===== config.mk =====
export PLATFORM = sky130hd
export DESIGN_NAME = swap_sort_ctrl
export DESIGN_NICKNAME = d
export VERILOG_FILES = /design/src/rtl/sort_ctrl_pkg.sv /design/src/rtl/order_cmp.sv /design/src/rtl/swap_sort_ctrl.sv
export SDC_FILE = /design/constraint.sdc
export NUM_CORES = 1
export LEC_CHECK = 0
export BUFFER_PORTS_ARGS = -buffer_cell sky130_fd_sc_hd__buf_2
export CAP_MARGIN = 0
export CELL_PAD_IN_SITES_DETAIL_PLACEMENT = 2
export CELL_PAD_IN_SITES_GLOBAL_PLACEMENT = 2
export CORE_AREA = 3 3 65 67
export CTS_CLUSTER_DIAMETER = 80
export DETAILED_ROUTE_END_ITERATION = 10
export DIE_AREA = 0 0 68 70
export GPL_TIMING_DRIVEN = 0
export PLACE_DENSITY = 0.71
export SETUP_SLACK_MARGIN = 0.4
export SYNTH_ARGS = -nofsm -noshare
export SYNTH_HDL_FRONTEND = slang
export SYNTH_SLANG_ARGS = --single-unit

===== constraint.sdc =====
create_clock -name clk -period 2.65 [get_ports clk]
set_clock_uncertainty 0.15 [all_clocks]
set_input_delay 0.3975 -clock clk [delete_from_list [all_inputs] [get_ports clk]]
set_output_delay 0.3975 -clock clk [all_outputs]
set_load 0.01 [all_outputs]

===== src/rtl/sort_ctrl_pkg.sv =====
// ============================================================================
// Module      : sort_ctrl_pkg
// Description : Shared sizes and FSM state encoding for the swap-sort controller.
// Revision    : 1.0 - initial release
// ============================================================================
`default_nettype none

package sort_ctrl_pkg;

    localparam int N_REGS = 8;
    localparam int IDX_W  = 3;
    localparam int DATA_W = 4;
    localparam int CNT_W  = 5;

    // Highest index i for which pair (i, i+1) exists; also the final pass number.
    localparam logic [IDX_W-1:0] LAST_IDX = IDX_W'(N_REGS - 2);

    typedef enum logic [2:0] {
        IDLE    = 3'd0,
        INIT    = 3'd1,
        COMPARE = 3'd2,
        SWAP    = 3'd3,
        DONE    = 3'd4
    } state_t;

endpackage

`default_nettype wire


===== src/rtl/order_cmp.sv =====
// ============================================================================
// Module      : order_cmp
// Description : Unsigned out-of-order test for one adjacent pair; ties never swap.
// Revision    : 1.0 - initial release
// ============================================================================
`default_nettype none

module order_cmp
    import sort_ctrl_pkg::*;
(
    input  logic [DATA_W-1:0] a,
    input  logic [DATA_W-1:0] b,
    input  logic              mode,
    output logic              out_of_order
);

    assign out_of_order = mode ? (a < b) : (a > b);

endmodule

`default_nettype wire


===== src/rtl/swap_sort_ctrl.sv =====
// ============================================================================
// Module      : swap_sort_ctrl
// Description : Bubble-sort sequencer driving an external 8x4 register file.
// Revision    : 1.0 - initial release
// ============================================================================
`default_nettype none

module swap_sort_ctrl
    import sort_ctrl_pkg::*;
#(
    parameter bit INIT_ON_START = 1'b0
) (
    input  logic              clk,
    input  logic              reset,
    input  logic              start,
    input  logic              mode,
    input  logic [DATA_W-1:0] rd_x,
    input  logic [DATA_W-1:0] rd_y,
    output logic              init,
    output logic [IDX_W-1:0]  x,
    output logic [IDX_W-1:0]  y,
    output logic              swap,
    output logic              busy,
    output logic              done,
    output logic [CNT_W-1:0]  swap_count
);

    state_t            r_state;
    state_t            w_state_nxt;
    logic              r_mode;
    logic              w_mode_nxt;
    logic [IDX_W-1:0]  r_pass;
    logic [IDX_W-1:0]  w_pass_nxt;
    logic [IDX_W-1:0]  r_i;
    logic [IDX_W-1:0]  w_i_nxt;
    logic [IDX_W-1:0]  r_y;
    logic [IDX_W-1:0]  w_y_nxt;
    logic              r_swapped;
    logic              w_swapped_nxt;
    logic [CNT_W-1:0]  r_swap_count;
    logic [CNT_W-1:0]  w_swap_count_nxt;

    logic              w_out_of_order;
    logic              w_advance;
    logic              w_pass_swapped;

    order_cmp u_order_cmp (
        .a            (rd_x),
        .b            (rd_y),
        .mode         (r_mode),
        .out_of_order (w_out_of_order)
    );

    always_ff @(posedge clk or posedge reset) begin
        if (reset) begin
            r_state      <= IDLE;
            r_mode       <= 1'b0;
            r_pass       <= '0;
            r_i          <= '0;
            r_y          <= '0;
            r_swapped    <= 1'b0;
            r_swap_count <= '0;
        end else begin
            r_state      <= w_state_nxt;
            r_mode       <= w_mode_nxt;
            r_pass       <= w_pass_nxt;
            r_i          <= w_i_nxt;
            r_y          <= w_y_nxt;
            r_swapped    <= w_swapped_nxt;
            r_swap_count <= w_swap_count_nxt;
        end
    end

    // A swap in this cycle counts toward the pass flag before it is registered.
    assign w_pass_swapped = r_swapped | (r_state == SWAP);
    assign w_advance      = ((r_state == COMPARE) && !w_out_of_order) || (r_state == SWAP);

    always_comb begin
        w_state_nxt      = r_state;
        w_mode_nxt       = r_mode;
        w_pass_nxt       = r_pass;
        w_i_nxt          = r_i;
        w_y_nxt          = r_y;
        w_swapped_nxt    = r_swapped;
        w_swap_count_nxt = r_swap_count;

        case (r_state)
            IDLE: begin
                if (start) begin
                    w_mode_nxt       = mode;
                    w_pass_nxt       = '0;
                    w_i_nxt          = '0;
                    w_y_nxt          = IDX_W'(1);
                    w_swapped_nxt    = 1'b0;
                    w_swap_count_nxt = '0;
                    w_state_nxt      = INIT_ON_START ? INIT : COMPARE;
                end
            end
            INIT:    w_state_nxt = COMPARE;
            COMPARE: begin
                if (w_out_of_order) begin
                    w_state_nxt = SWAP;
                end
            end
            SWAP: begin
                w_swap_count_nxt = r_swap_count + CNT_W'(1);
                w_swapped_nxt    = 1'b1;
            end
            DONE:    w_state_nxt = IDLE;
            default: w_state_nxt = IDLE;
        endcase

        if (w_advance) begin
            if (r_i < (LAST_IDX - r_pass)) begin
                w_i_nxt     = r_i + IDX_W'(1);
                w_y_nxt     = r_i + IDX_W'(2);
                w_state_nxt = COMPARE;
            end else if (!w_pass_swapped || (r_pass == LAST_IDX)) begin
                w_state_nxt = DONE;
            end else begin
                w_pass_nxt    = r_pass + IDX_W'(1);
                w_i_nxt       = '0;
                w_y_nxt       = IDX_W'(1);
                w_swapped_nxt = 1'b0;
                w_state_nxt   = COMPARE;
            end
        end
    end

    assign init       = (r_state == INIT);
    assign swap       = (r_state == SWAP);
    assign done       = (r_state == DONE);
    assign busy       = (r_state != IDLE);
    assign x          = r_i;
    assign y          = r_y;
    assign swap_count = r_swap_count;

endmodule

`default_nettype wire

==> flow_results.org, run 1 <==
** Outcome
- Result of the run :: finished clean

** Min path
- The path class of the tightest hold or removal check is primary input to asynchronous set/reset pin.

** Global route
- For this run, the total global-route usage over all layers was measured as 13.1%.
- Vias in the first global route :: 1012
- Residual overflow from global routing :: 0
- The initial antenna violation count is 0.
- Global-route wire length before repair :: 4980 µm
- Largest net degree at the start of global routing :: 20

** Worst setup path
- The setup path with the least slack is of type register to register.
- Kind of start point of the critical path :: register
- For the worst setup path, the data arrival time is 2.22 ns.
- Maximum fanout along the worst path :: 6
- Critical path endpoint category :: register
- Data required, critical path :: 2.69 ns

** STA
- Max Clock Freq :: 458 MHz
- Setup Total Neg Slack :: 0 ns
- Worst path setup slack after routing :: 0.465 ns
- Final Hold Violating Endpoints :: 0
- Of the available clock period, the critical path in the final layout requires 82.4%.
- Worst-Margin Slew :: 0.753 ns
- Final critical delay including setup and external delays :: 2.18 ns
- Setup repair after global routing could not meet its margin everywhere.
- The number of pins exceeding their max-slew limit in the final report is 0.
- Worst max-slew margin expressed relative to the limit :: 49.7%
- Final setup violation count :: 0

** Floorplan
- Placeable Area :: 0.00369 mm²
- Number of top-level pins :: 27
- In this run the vertical extent of the chip is 70 µm.
- For this configuration, the core starts out at a cell density of 31.6%.
- Row cnt :: 22
- The die is 68 µm wide.
- Overall die area :: 0.00476 mm²

** Synth
- The commonest cells after synthesis are 19 x sky130_fd_sc_hd__dfrtp_1, 12 x sky130_fd_sc_hd__nand2_1, 10 x sky130_fd_sc_hd__ha_1.
- Yosys mapped the design onto 39 distinct sky130hd cell types.
- The share of synthesized area in the top cell type comes to 40.8%.
- Synthesized area divided by synthesized cell count :: 9.97 µm²
- Counting every net in the synthesized netlist gives 139.
- Number of synthesis warnings :: 0
- In the synthesized netlist the async set-or-reset flop fraction comes to 100%.
- Synth Flop Type :: sky130_fd_sc_hd__dfrtp_1
- Yosys mapped a number of flops with a built-in enable equal to 0.
- After synthesis, flip-flops and latches occupy 40.8% of the total area.
- Netlist area before placement :: 0.00117 mm²
- Yosys instantiated no cell more often than sky130_fd_sc_hd__dfrtp_1.
- Cells after synthesis :: 117
- By area the synthesized netlist is led by sky130_fd_sc_hd__dfrtp_1 41%, sky130_fd_sc_hd__ha_1 11%, sky130_fd_sc_hd__nand2_1 3.9%, sky130_fd_sc_hd__nand3_1 3.4%, sky130_fd_sc_hd__o21ai_1 3.4%.
- Leading area contributor after synthesis :: sky130_fd_sc_hd__dfrtp_1
- Register bit total from synthesis :: 19

** Final layout
- The finished cells cover 0.00151 mm².
- Compared with the post-synthesis result, the final layout area differs by 29.4%.
- The number of antenna diodes in the final layout is 0.
- Count of non-filler cells in the finished layout :: 200
- In the final layout, the share of cells above drive strength 1 is 39.5%.
- In the final design database the tool counted 175 nets.
- The filler cells instantiated in the layout total 413.

** Placement
- In this run the cell area measured after placement is 0.00136 mm².
- Routability-driven placement congestion ratio :: 0.723
- Pre-CTS worst setup slack :: 0.177 ns
- The count of buffers added on input and output ports is 26.
- Including well taps, the total number of placed cells is 191.
- Placed wire-length estimate :: 2290 µm

** Detailed routing
- Before antenna repair, the detailed router went through 4 iterations.
- Number of vias in the routed layout :: 1013
- After detailed routing, the number of remaining DRC violations is 0.
- In this run, the number of DRC markers left after iteration 0 of detailed routing was 20.
- Routed wire length :: 2990 µm
- After detailed routing, the number of vias per cell comes to 5.07.
- Once detail routing completed, the nets flagged for antenna violations numbered 0.
- Mean routed wirelength per cell :: 15.0 µm

** Power
- Combinational group share of total power :: 53.5%
- Cell internal power was estimated by the tool at 0.000897 W.
- Switching share of power :: 42.8%
- The clock network is responsible for 12.8% of the overall power.
- Dividing total power by cell area gives a power density of 1040 mW/mm².
- Leakage power total :: 0.777 nW
- Peak ir drop on the vdd network :: 288 µV
- Sequential fraction of design power :: 33.7%
- Summed over all nets, the switching power comes to 0.000670 W.

** Flow run
- Number of violations of the max-capacitance limit :: 0

** CTS
- Root buf cell :: sky130_fd_sc_hd__clkbuf_8
- No sink is reached through more buffers than the 2 on the longest clock path.
- Number of H-tree levels :: 1
- Clock insertion delay at the later pin of the skew report :: 0.25 ns
- Clock-pin slew was measured on the worst setup and hold paths at 0.07 ns.
- TritonCTS built the clock tree.
- For this design, the CTS-stage hold fixing added 0 buffers.
- Total clock buffers created by CTS :: 3
- Sink Count :: 19
## final cells by class
type                            count  area (µm²)  share of cell area [%]
Clock buffer                        4        45.0                    2.99
Multi-Input combinational cell     85         687                    45.5
Inverter                           11        41.3                    2.74
Timing Repair Buffer               31         171                    11.4
Sequential cell                    19         475                    31.5
Buffer                              2        28.8                    1.91
Tap cell                           48        60.1                    3.98
## power by group through the flow
stage / Sequential [W] / Clock, W / Combinational [W]
after CTS: 0.000530 / 0.000210 / 0.000814
after global routing: 0.000554 / 0.000223 / 0.000942
after floorplan: 0.000546 / 0 / 0.000502
after detailed placement: 0.000535 / 0 / 0.000761
after global placement: 0.000524 / 0 / 0.000721
final: 0.000529 / 0.000200 / 0.000838
## sequential cells by signal, summed over array words and instances (netlist names)
register and cells:
r_state 3, y 3, x 3, r_mode 1
swap_count 5, r_pass 3, r_swapped 1
## critical path, cell delays in order, from the launching register on
cell and delay, ns:
sky130_fd_sc_hd__dfrtp_1 0.39, sky130_fd_sc_hd__ha_2 0.20, sky130_fd_sc_hd__nor2b_4 0.12, sky130_fd_sc_hd__or2_4 0.24, sky130_fd_sc_hd__ha_4 0.26, sky130_fd_sc_hd__nor2_2 0.04, sky130_fd_sc_hd__a21oi_4 0.17, sky130_fd_sc_hd__nand2_2 0.11
sky130_fd_sc_hd__a21boi_4 0.25, sky130_fd_sc_hd__a22o_1 0.19
## routing by layer
layer,share of wire [%],global-route usage [%]
met3,2.4,1.93
met1,44,17.3
met5,0,0
met2,53,22.3
met4,0.57,2.65
## repair_timing
action	CTS	global route
buffers inserted	2	3
pin swaps	1	7
setup endpoints to repair	10	10
resized for setup	8	10
## path summary, 6_finish.rpt
path                                      from                   endpoint  slack [ns]  cells past startpoint
setup / recovery           r_pass[1]$_DFF_PP0_             x[2]$_DFF_PP0_        0.47                      9
hold / removal                           reset  swap_count[4]$_DFFE_PP0P_        0.12                      2
setup reg to reg           r_pass[1]$_DFF_PP0_             x[2]$_DFF_PP0_        0.47                      9
min in group clk                          mode         r_mode$_DFFE_PP0P_        0.21                      2
max in group asynchronous                reset             y[1]$_DFF_PP0_        1.76                      2
hold reg to reg                 y[1]$_DFF_PP0_             y[1]$_DFF_PP0_        0.34                      1
## cells in the final DEF (no fill, tap or decap), types with 2 or more instances in the layout
cell | netlist | routed
sky130_fd_sc_hd__a22o_1 | 3 | 3
sky130_fd_sc_hd__clkbuf_8 | 0 | 3
sky130_fd_sc_hd__a21oi_1 | 3 | 3
sky130_fd_sc_hd__nand2_2 | 1 | 2
sky130_fd_sc_hd__o21ai_2 | 0 | 3
sky130_fd_sc_hd__inv_2 | 2 | 2
sky130_fd_sc_hd__nand2_1 | 12 | 11
sky130_fd_sc_hd__nor2b_4 | 2 | 4
sky130_fd_sc_hd__buf_4 | 0 | 4
sky130_fd_sc_hd__nor2_2 | 1 | 2
sky130_fd_sc_hd__nor2_1 | 3 | 2
sky130_fd_sc_hd__o21ai_1 | 8 | 6
sky130_fd_sc_hd__buf_2 | 0 | 26
sky130_fd_sc_hd__and3_1 | 2 | 2
sky130_fd_sc_hd__nand3_1 | 8 | 8
sky130_fd_sc_hd__xor2_1 | 4 | 4
sky130_fd_sc_hd__dfrtp_1 | 19 | 19
sky130_fd_sc_hd__nor3_1 | 4 | 4
sky130_fd_sc_hd__clkbuf_1 | 1 | 2
sky130_fd_sc_hd__inv_1 | 9 | 9
sky130_fd_sc_hd__ha_1 | 10 | 8
## metrics by stage
step | power, W | hold WS, ns | util [%]
6_report | 0.00157 | 0.120 | 40.9
3_3_place_gp | 0.00125 | 0.323 | 36.8
5_1_grt | 0.00172 | 0.187 | 40.9
3_5_place_dp | 0.00130 | 0.328 | 36.8
2_1_floorplan | 0.00105 | 0.199 | -
4_1_cts | 0.00155 | 0.155 | 39.3
## kinds of logic (layout without fill, tap and decap cells)
group           Yosys count  after routing  share of synthesized area [%]
simple gates             43             43                           20.8
compound gates           27             27                           17.7
flops                    19             19                           40.8
buf+inv                  13             48                           6.01
fa+ha+maj                10             10                           10.7
xor+xnor                  4              4                           3.00
mux                       1              1                          0.966
Note: power is estimated with default switching activity, not from simulation.
==> run 2, diff against run 1 <==
- ABC_AREA: default -> 1
- CORE_AREA: 3 3 65 67 -> 3 3 73 75
- DIE_AREA: 0 0 68 70 -> 0 0 76 78
- PLACE_DENSITY: 0.71 -> 0.73
- clock period: 2.65 -> 2.3 ns (I/O delays scaled with it)
==> flow_results.org, run 2 <==
** Final layout
- The post-route cell area was 0.00178 mm² (+18%).
- Leading cell types in the layout, fill and taps excluded :: 79 x sky130_fd_sc_hd__nand2_1, 26 x sky130_fd_sc_hd__buf_2, 24 x sky130_fd_sc_hd__inv_1
- The flip-flop count of the largest register after layout was 5 (unchanged).
- Total inserted antenna cells :: 0 (unchanged)
- Leaving out fill and tap cells, the most frequent cell in the layout is sky130_fd_sc_hd__nand2_1.
- The number of nets in the layout is 264 (+51%).
- Layout overhead on the synthesized area :: 27.2%
- Number of fill cells in the layout :: 579 (+40%)
- Fraction of layout instances using a drive strength above 1 :: 27.4% (-12 points)

** Global route
- Most Used Layer, Global Route :: met2
- Initial antenna violation count :: 0 (unchanged)
- Vias in the first global route :: 1564 (+55%)
- The total congestion overflow after global routing is 0 (unchanged).
- The total routing usage reported by global routing is 16.0% (+2.8 points).
- Routing usage on met3 :: 2.67% (+0.74 points)
- Met2 Use GR :: 29.3% (+7.1 points)
- The wire length of the first global-routing pass was 7590 µm (+52%).
- Grt met1 use :: 19.6% (+2.3 points)
- The maximum number of pins on one net before global-route repair is 20 (unchanged).

** CTS
- The number of hold buffers added after cts came to 0 (unchanged).
- Worst-case clock buffer depth :: 2 (unchanged)
- TritonCTS built the clock tree.
- Total clock buffers created by CTS :: 3 (unchanged)
- Root buf cell :: sky130_fd_sc_hd__clkbuf_8
- Clock insertion delay at the later pin of the skew report :: 0.27 ns (+0.02 ns)
- The total clock sinks was 19 (unchanged).
- Clock Pin Slew Worst Setup and Hold Paths :: 0.08 ns (about the same)
- The H-tree depth reported by CTS came to 1 (unchanged).

** STA
- Setup Total Neg Slack :: 0 ns (unchanged)
- Worst-Margin Slew :: 0.781 ns (+0.0282 ns)
- Final critical delay including setup and external delays :: 2.05 ns (-0.135 ns)
- Max-slew violation total from the final report :: 0 (unchanged)
- Setup repair after global routing could not meet its margin everywhere.
- Final Hold Violating Endpoints :: 0 (unchanged)
- Worst max-slew margin expressed relative to the limit :: 47.9% (-1.9 points)
- Ratio of final minimum period to clock period :: 89.1% (+6.7 points)
- Max Clock Freq :: 488 MHz (+6.6%)
- Final setup violation count :: 0 (unchanged)

** Power
- Total power density per cell area :: 1300 mW/mm² (+25%)
- Proportion of power drawn by the clock network :: 10.9% (-1.9 points)
- Switching share of power :: 50.6% (+7.9 points)
- Internal Pwr Total :: 0.00114 W (+27%)
- Switching Power :: 0.00117 W (+75%)
- Peak ir drop on the vdd network :: 393 µV (+36%)
- The relative contribution of combinational cells to total power is 62.5% (+9.0 points).
- The reported leakage power is 1.03 nW (+33%).
- The sequential cell fraction of total power is 26.6% (-7.1 points).

** Detailed routing
- Drt initial violations :: 20 (unchanged)
- Final ANT Viol Nets :: 0 (unchanged)
- Mean number of vias per cell :: 4.58 (-9.5%)
- Number of vias in the routed layout :: 1412 (+39%)
- Routed wire length :: 4250 µm (+42%)
- Pre-Repair DR Iteration Count :: 3 (-1)
- The routed length per placed instance was 13.8 µm (-7.6%).
- The remaining routing DRC violations is 0 (unchanged).

** Synth
- The total of flip-flops plus latches after synthesis is 19 (unchanged).
- Synth Flop Type :: sky130_fd_sc_hd__dfrtp_1
- Most common cell in the netlist :: sky130_fd_sc_hd__nand2_1
- The number of library cell types mapped by synthesis was 24 (-38%).
- Number of synthesis warnings :: 0 (unchanged)
- Commonest cells in the netlist :: 81 x sky130_fd_sc_hd__nand2_1, 27 x sky130_fd_sc_hd__inv_1, 21 x sky130_fd_sc_hd__nand3_1
- Synth top area share :: 34.0% (-6.8 points)
- The share of synthesized flip-flops with an asynchronous set or reset was 100% (unchanged).
- Netlist area before placement :: 0.00140 mm² (+20%)
- Synthesized area divided by synthesized cell count :: 6.89 µm² (-31%)
- The cell count after synthesis is 203 (+74%).
- Most area-consuming cells after synthesis :: sky130_fd_sc_hd__dfrtp_1 34%, sky130_fd_sc_hd__nand2_1 22%, sky130_fd_sc_hd__ha_1 8.9%, sky130_fd_sc_hd__nand3_1 7.5%, sky130_fd_sc_hd__inv_1 7.2%
- Leading area contributor after synthesis :: sky130_fd_sc_hd__dfrtp_1
- Number of enable flip-flop cells after synthesis :: 0 (unchanged)
- The sequential cell area fraction in the yosys report is 34.0% (-6.8 points).
- The net count after synthesis is 225 (+62%).

** Floorplan
- The number of I/O pins came to 27 (unchanged).
- Die width :: 76 µm (+12%)
- Row cnt :: 25 (+14%)
- The area inside the core boundary came to 0.00472 mm² (+28%).
- The starting utilization of the core area is 29.6% (-2.0 points).
- The vertical die dimension is 78 µm (+11%).
- Overall die area :: 0.00593 mm² (+25%)

** Worst setup path
- The worst path required time came to 2.31 ns (-0.38 ns).
- Maximum fanout along the worst path :: 5 (-1)
- The setup path with the least slack is of type register to register.
- Critical path endpoint category :: register
- Data arrival time of the critical path :: 2.06 ns (-0.16 ns)
- STA classifies the critical path startpoint as a register.

** Placement
- Post-placement cell area :: 0.00162 mm² (+19%)
- Placed wire-length estimate :: 2980 µm (+30%)
- The routability congestion estimate was 0.746 (+3.3%).
- Port Buffer Count :: 26 (unchanged)

** Min path
- HP Class :: primary input to asynchronous set/reset pin

** Flow run
- Number of violations of the max-capacitance limit :: 0 (unchanged)

** Outcome
- The run finished with clean final reports.
run 2: critical path, stage by stage (launching register included):
cell and delay (ns):
sky130_fd_sc_hd__dfrtp_1 0.41, sky130_fd_sc_hd__ha_2 0.21, sky130_fd_sc_hd__xnor2_2 0.18, sky130_fd_sc_hd__inv_2 0.07, sky130_fd_sc_hd__ha_4 0.27, sky130_fd_sc_hd__o211ai_1 0.09, sky130_fd_sc_hd__nand2_2 0.18, sky130_fd_sc_hd__clkinv_4 0.10
sky130_fd_sc_hd__nand2_1 0.09, sky130_fd_sc_hd__nand2_1 0.07, sky130_fd_sc_hd__nand2_1 0.06, sky130_fd_sc_hd__nand2_1 0.05
run 2: worst paths after layout:
kind	startpoint	end	slack [ns]	cells after the start
setup / recovery	r_pass[0]$_DFF_PP0_	r_pass[0]$_DFF_PP0_	0.25	11
hold / removal	reset	r_state[2]$_DFFE_PP0P_	0.06	2
setup reg to reg	r_pass[0]$_DFF_PP0_	r_pass[0]$_DFF_PP0_	0.25	11
hold reg to reg	swap_count[0]$_DFFE_PP0P_	swap_count[0]$_DFFE_PP0P_	0.39	1
max in group asynchronous	reset	swap_count[0]$_DFFE_PP0P_	1.45	2
min in group clk	mode	r_mode$_DFFE_PP0P_	0.14	3
run 2: area by class of cell:
type | count | area, µm² | share of cell area (%)
Multi-Input combinational cell | 150 | 828 | 46.6
Sequential cell | 19 | 475 | 26.7
Timing Repair Buffer | 33 | 186 | 10.5
Inverter | 31 | 125 | 7.03
Tap cell | 67 | 83.8 | 4.71
Clock buffer | 4 | 45.0 | 2.53
Buffer | 3 | 30.0 | 1.69
Timing Repair inverter | 1 | 5.00 | 0.281
run 2: per-layer routing:
layer  part of all wire [%]  wire (µm)
met5                      0          0
met3                    2.5        107
met4                   0.52         22
met1                     47       2000
met2                     50       2130
run 2: timing repair:
action	in CTS	in global routing
setup buffers	5	1
cloned	1	1
endpoints found under the setup margin	12	13
pin swaps	3	5
gates resized for setup	10	7
run 2: power by group through the flow:
stage / Clock, W / Sequential (W) / Combinational, W
2_1_floorplan: 0 / 0.000628 / 0.000863
6_report: 0.000253 / 0.000614 / 0.00145
3_5_place_dp: 0 / 0.000620 / 0.00127
5_1_grt: 0.000276 / 0.000643 / 0.00167
3_3_place_gp: 0 / 0.000615 / 0.00124
4_1_cts: 0.000262 / 0.000618 / 0.00140
run 2: logic make-up after synthesis:
logic type	share of synthesized area, %
xor+xnor	3.76
compound gates	4.83
buf+inv	10.6
flops	34.0
simple gates	37.9
fa+ha+maj	8.94
run 2: per-stage QoR:
step	instances	setup WS (ns)	hold WS (ns)	util, %	total power, W
global route	308	0.0855	0.154	37.7	0.00259
CTS	306	0.267	0.103	37.0	0.00228
floorplan	203	0.401	0.146	-	0.00149
finish	308	0.250	0.0592	37.7	0.00231
detailed placement	296	0.192	0.394	34.2	0.00189
global placement	296	0.244	0.379	34.2	0.00185
